File: config.mk
export PLATFORM = sky130hd
export DESIGN_NAME = sync_bus
export DESIGN_NICKNAME = d
export VERILOG_FILES = /design/src/rtl/sync_bus_pkg.sv /design/src/rtl/sync_bus_ch.sv /design/src/rtl/sync_bus.sv
export SDC_FILE = /design/constraint.sdc
export NUM_CORES = 1
export LEC_CHECK = 0
export CAP_MARGIN = 20
export CELL_PAD_IN_SITES_DETAIL_PLACEMENT = 0
export CELL_PAD_IN_SITES_GLOBAL_PLACEMENT = 1
export CORE_MARGIN = 5
export CORE_UTILIZATION = 44
export CTS_BUF_LIST = sky130_fd_sc_hd__clkbuf_2 sky130_fd_sc_hd__clkbuf_4 sky130_fd_sc_hd__clkbuf_8
export CTS_CLUSTER_DIAMETER = 50
export DETAILED_ROUTE_END_ITERATION = 8
export GPL_ROUTABILITY_DRIVEN = 0
export PLACE_DENSITY = 0.85
export SLEW_MARGIN = 20
export SYNTH_ARGS = -nofsm -noshare
export SYNTH_HDL_FRONTEND = slang
export SYNTH_SLANG_ARGS = --single-unit
File: constraint.sdc
create_clock -name clock -period 3.4 [get_ports clock]
set_input_delay 1.02 -clock clock [delete_from_list [all_inputs] [get_ports clock]]
set_output_delay 1.02 -clock clock [all_outputs]
set_load 0.005 [all_outputs]
File: src/rtl/sync_bus_pkg.sv
// Shared constants and helpers for the sync_bus channel synchronizer.
// Counter-width helper is evaluated at elaboration time only.
package sync_bus_pkg;

  // Bits needed to hold 0..value-1, never less than one.
  function automatic int cnt_width(input int value);
    int w;
    w = 1;
    for (int i = 1; i < 31; i++) begin
      if ((1 << i) < value) w = i + 1;
    end
    return w;
  endfunction

endpackage

File: src/rtl/sync_bus_ch.sv
// One channel: DEPTH-flop synchronizer, FILTER-sample deglitch, registered level and strobes.
// Latency DEPTH+FILTER edges from capture to level; no backpressure, free-running.
module sync_bus_ch
  import sync_bus_pkg::*;
#(
  parameter int   DEPTH     = 2,
  parameter int   FILTER    = 1,
  parameter logic RESET_VAL = 1'b0
) (
  input  logic clock,
  input  logic reset,
  input  logic sig_in,
  output logic level,
  output logic rise,
  output logic fall,
  output logic change,
  output logic change_nxt
);

  localparam int            CW       = cnt_width(FILTER + 1);
  localparam logic [CW-1:0] CNT_LAST = CW'(FILTER - 1);

  // Synchronizer flops must stay distinct and un-retimed.
  (* keep = "true", async_reg = "true" *) logic [DEPTH-1:0] chain_q;
  logic [DEPTH-1:0] chain_d;
  logic [CW-1:0]    cnt_q, cnt_d;
  logic             level_q, level_d;
  logic             rise_q, rise_d;
  logic             fall_q, fall_d;
  logic             change_q, change_d;
  logic             sync;

  assign sync = chain_q[0];

  always_comb begin
    chain_d = {sig_in, chain_q[DEPTH-1:1]};
    level_d = level_q;
    cnt_d   = '0;
    // A differing sample is accepted only once it has been seen FILTER times in a row.
    if (sync != level_q) begin
      if (cnt_q == CNT_LAST) level_d = sync;
      else                   cnt_d   = cnt_q + 1'b1;
    end
    rise_d   = level_d & ~level_q;
    fall_d   = ~level_d & level_q;
    change_d = level_d ^ level_q;
  end

  always_ff @(posedge clock) begin
    if (reset) begin
      chain_q  <= {DEPTH{RESET_VAL}};
      cnt_q    <= '0;
      level_q  <= RESET_VAL;
      rise_q   <= 1'b0;
      fall_q   <= 1'b0;
      change_q <= 1'b0;
    end else begin
      chain_q  <= chain_d;
      cnt_q    <= cnt_d;
      level_q  <= level_d;
      rise_q   <= rise_d;
      fall_q   <= fall_d;
      change_q <= change_d;
    end
  end

  assign level      = level_q;
  assign rise       = rise_q;
  assign fall       = fall_q;
  assign change     = change_q;
  assign change_nxt = change_d;

endmodule

File: src/rtl/sync_bus.sv
// WIDTH independent synchronizer/deglitch channels plus a registered any-change flag.
// Latency DEPTH+FILTER edges; no backpressure, every output is a flop.
module sync_bus
  import sync_bus_pkg::*;
#(
  parameter int               WIDTH     = 8,
  parameter int               DEPTH     = 2,
  parameter int               FILTER    = 1,
  parameter logic [WIDTH-1:0] RESET_VAL = {WIDTH{1'b0}}
) (
  input  logic             clock,
  input  logic             reset,
  input  logic [WIDTH-1:0] sig_in,
  output logic [WIDTH-1:0] level,
  output logic [WIDTH-1:0] rise,
  output logic [WIDTH-1:0] fall,
  output logic [WIDTH-1:0] change,
  output logic             change_any
);

  logic [WIDTH-1:0] change_nxt;
  logic             change_any_q, change_any_d;

  for (genvar i = 0; i < WIDTH; i++) begin : g_ch
    sync_bus_ch #(
      .DEPTH     (DEPTH),
      .FILTER    (FILTER),
      .RESET_VAL (RESET_VAL[i])
    ) u_ch (
      .clock      (clock),
      .reset      (reset),
      .sig_in     (sig_in[i]),
      .level      (level[i]),
      .rise       (rise[i]),
      .fall       (fall[i]),
      .change     (change[i]),
      .change_nxt (change_nxt[i])
    );
  end

  // Reduced from next-state so the flag lands in the same cycle as the strobes.
  always_comb begin
    change_any_d = |change_nxt;
  end

  always_ff @(posedge clock) begin
    if (reset) change_any_q <= 1'b0;
    else       change_any_q <= change_any_d;
  end

  assign change_any = change_any_q;

endmodule

Yosys cells after proc, flatten, opt, wreduce, memory -nomap -nowiden
Cells that the tools add are included.
{"block": "word_totals", "reg_bits": 57, "elab_cells": 146}
{"block": "op_classes", "addsub": 8, "eq_ne": 8, "n_mux": 16, "bitwise": 56, "reduce_logical": 9}
{"cell": "inverter 1 bit", "n": 32}
{"cell": "OR reduction 3 bit", "n": 8}
{"cell": "AND 1 bit", "n": 16}
{"cell": "two-way mux 1 bit", "n": 16}
{"cell": "adder 1 bit (second input constant)", "n": 8}
{"cell": "inequality test 1 bit", "n": 8}
{"cell": "OR reduction 8 bit", "n": 1}
{"cell": "bitwise XOR 1 bit", "n": 8}

Depth between registers and ports, before layout
Gate-level depths: netlist (run 1).
{"block": "logic_depth", "depth_word": 4, "mapped_depth": 4, "ltp_nobuf": 4}

Cells and area by module
Synthesis (run 1) repeated with hierarchy kept, for this count alone.
{"block": "unflattened", "hier_cells": 164, "area_unflattened_um2": 1849.3}
{"module": "sync_bus_ch", "instances": 8, "cells_each": 20, "area_per_inst_um2": 226.5, "seq_area_each_um2": 140.1}
{"module": "sync_bus", "instances": 1, "cells_each": 4, "area_per_inst_um2": 37.5, "seq_area_each_um2": 20.0}

Worst setup path after synthesis (run 1)
No wires, ideal clock.
{"block": "synth_path", "path_type": "flip-flop to output port", "startpoint": "register g_ch[0].u_ch.level_q", "endpoint": "output port level[0]", "arrival_ps": 451, "required_ps": 2380, "slack_ps": 1929, "stages_incl_launch_ff": 2, "path_cell_list": "dfxtp_1 > buf_4"}
{"element": "from (decl)", "line_no": "sync_bus_ch.sv:27", "rtl": "logic level_q, level_d;"}
{"element": "from (signal assigned)", "line_no": "sync_bus_ch.sv:60", "rtl": "level_q <= level_d;"}
{"element": "to (decl)", "line_no": "sync_bus.sv:14", "rtl": "output logic [WIDTH-1:0] level,"}
No word-level cell between the ends.

Worst setup path after layout (run 1)
{"block": "layout_path", "startpoint": "register g_ch[3].u_ch.level_q", "endpoint": "output port level[3]"}
{"element": "from (decl)", "line_no": "sync_bus_ch.sv:27"}
{"element": "from (signal assigned)", "line_no": "sync_bus_ch.sv:60"}
No word-level cell between the ends.

==> flow_metrics.env, run 1 <==
export IMPL_clk_latency_ns=0.32
export IMPL_maxCapViolations=0
export IMPL_clock_sinks=57
export IMPL_syn_inst=186
export IMPL_wl_um=2650
export IMPL_synth_seq_cells=57
export IMPL_cts_tree="done"
export IMPL_relSlewSlack_pct=46.6
export IMPL_cp_arrival_ns=1.24
export IMPL_overflow=0
export IMPL_ff2ff_path_depth=4
export IMPL_max_vdd_ir_drop_mv=0.300
export IMPL_end_kind="output port"
export IMPL_boundaryPins=43
export IMPL_final_fill_count=399
export IMPL_setup_violations_final=0
export IMPL_place_ws_ns=1.44
export IMPL_mappedNetlistArea_um2=2040
export IMPL_period_share_pct=66.4
export IMPL_finalHoldViolCount=0
export IMPL_cts_resized=0
export IMPL_die_h_um=78.1
export IMPL_yosysSeqAreaShare_pct=55.9
export IMPL_diodes=0
export IMPL_min_from="g_ch[7].u_ch.chain_q[1]"
export IMPL_route_detailed_drc=0
export IMPL_grt_max_degree=50
export IMPL_worstReg2RegEnd="change_any"
export IMPL_holdBufCountCts=0
export IMPL_powerDensity_nw_per_um2=539
export IMPL_netSwitchingFraction_pct=20.4
export IMPL_via_per_inst=4.07
export IMPL_path_clk_slew_ns=0.06
export IMPL_critPathSlowestCell="clkdlybuf4s50_1"
export IMPL_die_width_um=78.1
export IMPL_p_int_mw=1.06
export IMPL_post_cts_buffers=0
export IMPL_nets=235
export IMPL_yosysUniqueCellTypes=12
export IMPL_skew_ns=0.00538
export IMPL_worstMarginPinSlew_ns=0.801
export IMPL_syn_avg_cell_area_um2=11.0
export IMPL_setup_ws_ns=1.14
export IMPL_p_sw_uw=270
export IMPL_seqPwrFrac_pct=53.0
export IMPL_final_setup_tns_ns=0
export IMPL_htreeDepth=3
export IMPL_first_pass_iters=4
export IMPL_detail_route_antenna_nets=0
export IMPL_grt_pass1_wl_um=4450
export IMPL_slowest_delay_ns=0.53
export IMPL_crit_fanout=4
export IMPL_report_final_slew_viol_count=0
export IMPL_numCtsBuffers=9
export IMPL_crit_required_ns=2.38
export IMPL_antenna_found_initial=0
export IMPL_rsz0062_at_grt="no"
export IMPL_initial_core_util_pct=46.3
export IMPL_wl_per_cell_um=9.94
export IMPL_fin_crit_ns=2.26
export IMPL_p_leak_nw=1.09
export IMPL_syn_to_final_growth_pct=20.3
export IMPL_io_buffers=42
export IMPL_die_area_um2=6100
export IMPL_ys_warn_count=0
export IMPL_pwr_share_clk_pct=41.4
export IMPL_clockRootBuffer="clkbuf_8"
export IMPL_power_frac_comb_pct=5.6
export IMPL_clock_fmax_mhz=443
export IMPL_hold_path_end="g_ch[7].u_ch.chain_q[0]"
export IMPL_reg2reg_from="g_ch[3].u_ch.cnt_q"
export IMPL_vias=1082
export IMPL_start_kind="flop"
export IMPL_rows=24
export IMPL_worstSetupPathType="reg -> out"
export IMPL_reg2reg_slack_ns=2.06
export IMPL_outcome="finished clean"
export IMPL_core_um2=4410
export IMPL_grt_use_total_pct=9.71
export IMPL_cts_max_path_buffers=2
export IMPL_dp_hpwl_um=1780
export IMPL_worst_hold_path_type="reg -> reg"
export IMPL_dr_first_iter_drc_count=34
export IMPL_critPathTopFamily="buffers and inverters"
export IMPL_grt_pass1_vias=1048
export IMPL_hold_depth=1
export IMPL_crit_chain="clkdlybuf4s50_1"
export IMPL_drive_above_1_share_pct=7.94
export IMPL_path_buf_inv=1
## worst max-delay path by stage
stage	startpoint	to	slack (ns)	cells after the start
finish	g_ch[3].u_ch.level	level[3]	1.14	1
detailed placement	reset	g_ch[6].u_ch.chain_q[1]	1.44	2
global placement	reset	g_ch[3].u_ch.chain_q[1]	1.45	2
global route	g_ch[0].u_ch.level	level[0]	1.08	1
floorplan	g_ch[0].u_ch.level	level[0]	1.93	1
CTS	g_ch[3].u_ch.level	level[3]	1.11	1
## cells in the final DEF (no fill, tap or decap)
master / Yosys / layout
ha_1: 16 / 16
nor2b_1: 32 / 32
clkinv_2: 0 / 3
buf_2: 3 / 1
clkbuf_4: 0 / 2
and4_1: 2 / 2
a21oi_1: 1 / 1
nor2_1: 16 / 16
inv_1: 16 / 16
dfxtp_1: 57 / 57
mux2i_1: 8 / 8
clkbuf_8: 0 / 11
conb_1: 1 / 8
clkdlybuf4s50_1: 0 / 41
## power groups by stage
stage                     Clock, mW  Combinational (mW)  Sequential [mW]
final                         0.548              0.0743            0.702
after global routing          0.606              0.0847            0.705
after CTS                     0.571              0.0769            0.703
after detailed placement          0              0.0764            0.717
after global placement            0              0.0751            0.717
after floorplan                   0              0.0517            0.715
## Yosys cell counts (all sizes together)
cell type  number  area, um^2
a21oi           1        5.00
and4            2        17.5
buf            37         274
conb            1        3.75
dfxtp          57        1140
ha             16         200
inv            16        60.1
mux2i           8        80.1
nor2           16        60.1
nor2b          32         200
## flip-flops by register name, indices dropped and copies added (netlist names)
register	count
change_any	1
g_ch.u_ch.chain_q	16
g_ch.u_ch.cnt_q	8
g_ch.u_ch.rise	8
g_ch.u_ch.level	8
g_ch.u_ch.fall	8
g_ch.u_ch.change	8
## final cells by class
class / count / area [um^2] / share of cell area [%]
multi-input combinational: 83 / 593 / 24.1
tap: 52 / 65.1 / 2.65
clock inverter: 3 / 15.0 / 0.611
sequential: 57 / 1140 / 46.5
clock buffer: 13 / 166 / 6.78
inverter: 16 / 60.1 / 2.45
timing repair buffer: 42 / 415 / 16.9
## metrics by stage
step | cells | hold slack (ns) | area [um^2] | utilization, % | power, mW
3_5_place_dp | 250 | 0.421 | 2270 | 51.5 | 0.793
6_report | 266 | 0.428 | 2460 | 55.6 | 1.32
3_3_place_gp | 250 | 0.418 | 2270 | 51.5 | 0.792
2_1_floorplan | 193 | 0.414 | 2070 | - | 0.767
4_1_cts | 266 | 0.430 | 2460 | 55.6 | 1.35
5_1_grt | 266 | 0.449 | 2460 | 55.6 | 1.40
## metal layers
layer  global-route usage [%]  wire length [um]
met5                        0                 0
met1                     9.93              1140
met2                     14.9              1250
met3                     5.61               178
met4                     6.59                72
## kinds of logic (layout without fill, tap and decap cells)
group	Yosys count	after routing	synth area share, %
adders and majority gates	16	16	9.80
AOI/OAI and AO/OA	1	1	0.245
buffers and inverters	53	74	16.4
DFF	57	57	55.9
muxes	8	8	3.92
and+or+nand+nor	50	50	13.6
other	1	8	0.184
Note: power is estimated with default switching activity, not from simulation.
==> run 2, diff against run 1 <==
Settings changed: CORE_UTILIZATION 44 to 40, PLACE_DENSITY 0.85 to 0.78.
Clock period 3.4 ns to 2.1 ns, I/O delays scaled along.
==> run 2 against run 1 <==
Sequential power grew 62%. Routed wire length increased by 9.0%. Worst setup slack worse by 0.90 ns. Clock power up 65%. Clock skew about the same. Final cell count grew 7.1%. Critical endpoint is now level[2]. Largest cell class unchanged. Largest power group unchanged. Highest routed layer unchanged.
==> flow_metrics.env, run 2 (synthesis results as in run 1) <==
export IMPL_antenna_found_initial=0
export IMPL_diodes=0
export IMPL_route_detailed_drc=0
export IMPL_boundaryPins=43
export IMPL_seqPwrFrac_pct=52.4
export IMPL_min_from="g_ch[5].u_ch.chain_q[1]"
export IMPL_rsz0062_at_grt="no"
export IMPL_grt_pass1_vias=1032
export IMPL_period_share_pct=88.5
export IMPL_cts_resized=0
export IMPL_wl_per_cell_um=10.1
export IMPL_reg2reg_from="g_ch[2].u_ch.cnt_q"
export IMPL_max_vdd_ir_drop_mv=0.594
export IMPL_cts_tree="done"
export IMPL_outcome="finished clean"
export IMPL_worstReg2RegEnd="change_any"
export IMPL_setup_violations_final=0
export IMPL_placed_area_um2=2320
export IMPL_cp_arrival_ns=1.23
export IMPL_holdBufCountCts=0
export IMPL_path_buf_inv=1
export IMPL_numCtsBuffers=9
export IMPL_clock_fmax_mhz=538
export IMPL_skew_ns=0.00495
export IMPL_path_clk_slew_ns=0.06
export IMPL_clock_sinks=57
export IMPL_syn_to_final_growth_pct=22.4
export IMPL_final_setup_tns_ns=0
export IMPL_dp_hpwl_um=2000
export IMPL_die_h_um=81.5
export IMPL_clk_latency_ns=0.33
export IMPL_drive_above_1_share_pct=8.37
export IMPL_critPathTopFamily="buffers and inverters"
export IMPL_ff2ff_path_depth=4
export IMPL_nets=236
export IMPL_crit_fanout=4
export IMPL_critPathSlowestCell="clkdlybuf4s50_1"
export IMPL_crit_chain="clkdlybuf4s50_1"
export IMPL_final_fill_count=475
export IMPL_slowest_delay_ns=0.52
export IMPL_worst_hold_path_type="reg -> reg"
export IMPL_regMostFlops="g_ch.u_ch.chain_q"
export IMPL_hold_path_end="g_ch[5].u_ch.chain_q[0]"
export IMPL_start_kind="flop"
export IMPL_power_frac_comb_pct=5.9
export IMPL_worstSetupPathType="reg -> out"
export IMPL_layout_common_cells="57 x dfxtp_1, 41 x clkdlybuf4s50_1, 32 x nor2b_1"
export IMPL_crit_required_ns=1.47
export IMPL_end_kind="output port"
export IMPL_rows=26
export IMPL_cts_max_path_buffers=2
export IMPL_dr_first_iter_drc_count=30
export IMPL_hold_depth=1
export IMPL_reg2reg_slack_ns=0.74
export IMPL_final_cell_area_um2=2500
export IMPL_grt_use_total_pct=10.1
export IMPL_via_per_inst=3.79
export IMPL_htreeDepth=3
export IMPL_wl_um=2880
export IMPL_first_pass_iters=3
export IMPL_vias=1079
export IMPL_die_width_um=81.5
export IMPL_netSwitchingFraction_pct=21.1
export IMPL_fin_crit_ns=1.86
export IMPL_clockRootBuffer="clkbuf_8"
export IMPL_grt_max_degree=29
export IMPL_powerDensity_nw_per_um2=868
export IMPL_final_common_cell="dfxtp_1"
export IMPL_p_int_mw=1.71
export IMPL_maxCapViolations=0
export IMPL_core_um2=5040
export IMPL_detail_route_antenna_nets=0
export IMPL_post_cts_buffers=0
export IMPL_report_final_slew_viol_count=0
export IMPL_overflow=0
export IMPL_finalHoldViolCount=0
export IMPL_io_buffers=42
export IMPL_largest_reg_flops=16
export IMPL_die_area_um2=6630
export IMPL_grt_pass1_wl_um=4640
export IMPL_p_sw_uw=457
export IMPL_p_leak_nw=1.10
export IMPL_initial_core_util_pct=40.5
export IMPL_pwr_share_clk_pct=41.7
-- run 2: changes by cell type in the layout (fill, tap and decap cells not counted), sizes merged --
cell,before,now
buf,1,2
-- run 2: worst max-delay path by stage --
stage / from / endpoint / cells past startpoint
finish: g_ch[2].u_ch.level / level[2] / 1
global placement: g_ch[5].u_ch.level / level[5] / 1
global route: g_ch[0].u_ch.level / level[0] / 1
CTS: g_ch[5].u_ch.level / level[5] / 1
floorplan: g_ch[5].u_ch.cnt_q / change_any / 4
detailed placement: g_ch[6].u_ch.level / level[6] / 1
-- run 2: power by group through the flow --
stage          clock network (mW)  registers (mW)  logic [mW]
6_report                    0.905            1.14       0.127
3_5_place_dp                    0            1.16       0.130
3_3_place_gp                    0            1.16       0.129
5_1_grt                     0.983            1.14       0.143
2_1_floorplan                   0            1.16      0.0837
4_1_cts                     0.936            1.14       0.130
-- run 2: per-layer routing --
metal	track usage, %	share of wire [%]	up-vias
met5	0	0	-
met1	11.1	45	469
met2	14.6	44	31
met4	9.63	4.4	0
met3	4.17	6.5	10
li1	-	-	569
-- run 2: area by class of cell --
cell class / instances / area [um^2] / area share, %
flip-flops and latches: 57 / 1140 / 45.7
repair buffers: 43 / 435 / 17.4
multi-input cells: 83 / 593 / 23.7
inverters: 16 / 60.1 / 2.40
well taps: 70 / 87.6 / 3.51
clock inverters: 3 / 15.0 / 0.601
clock buffers: 13 / 166 / 6.66
-- run 2: per-stage QoR --
step	instances	hold WS, ns	util (%)	setup slack [ns]	total power [mW]
CTS	285	0.436	49.6	0.212	2.20
global placement	269	0.420	46.0	0.597	1.29
detailed placement	269	0.425	46.0	0.581	1.29
floorplan	193	0.414	-	0.903	1.24
global route	285	0.465	49.6	0.166	2.27
finish	285	0.433	49.6	0.242	2.17
==> run 3, diff against run 2 <==
Settings changed: ABC_CLOCK_PERIOD_IN_PS set to 2100.
==> results of run 3 <==
Final layout, timing and power as in run 2 (identical DEF).
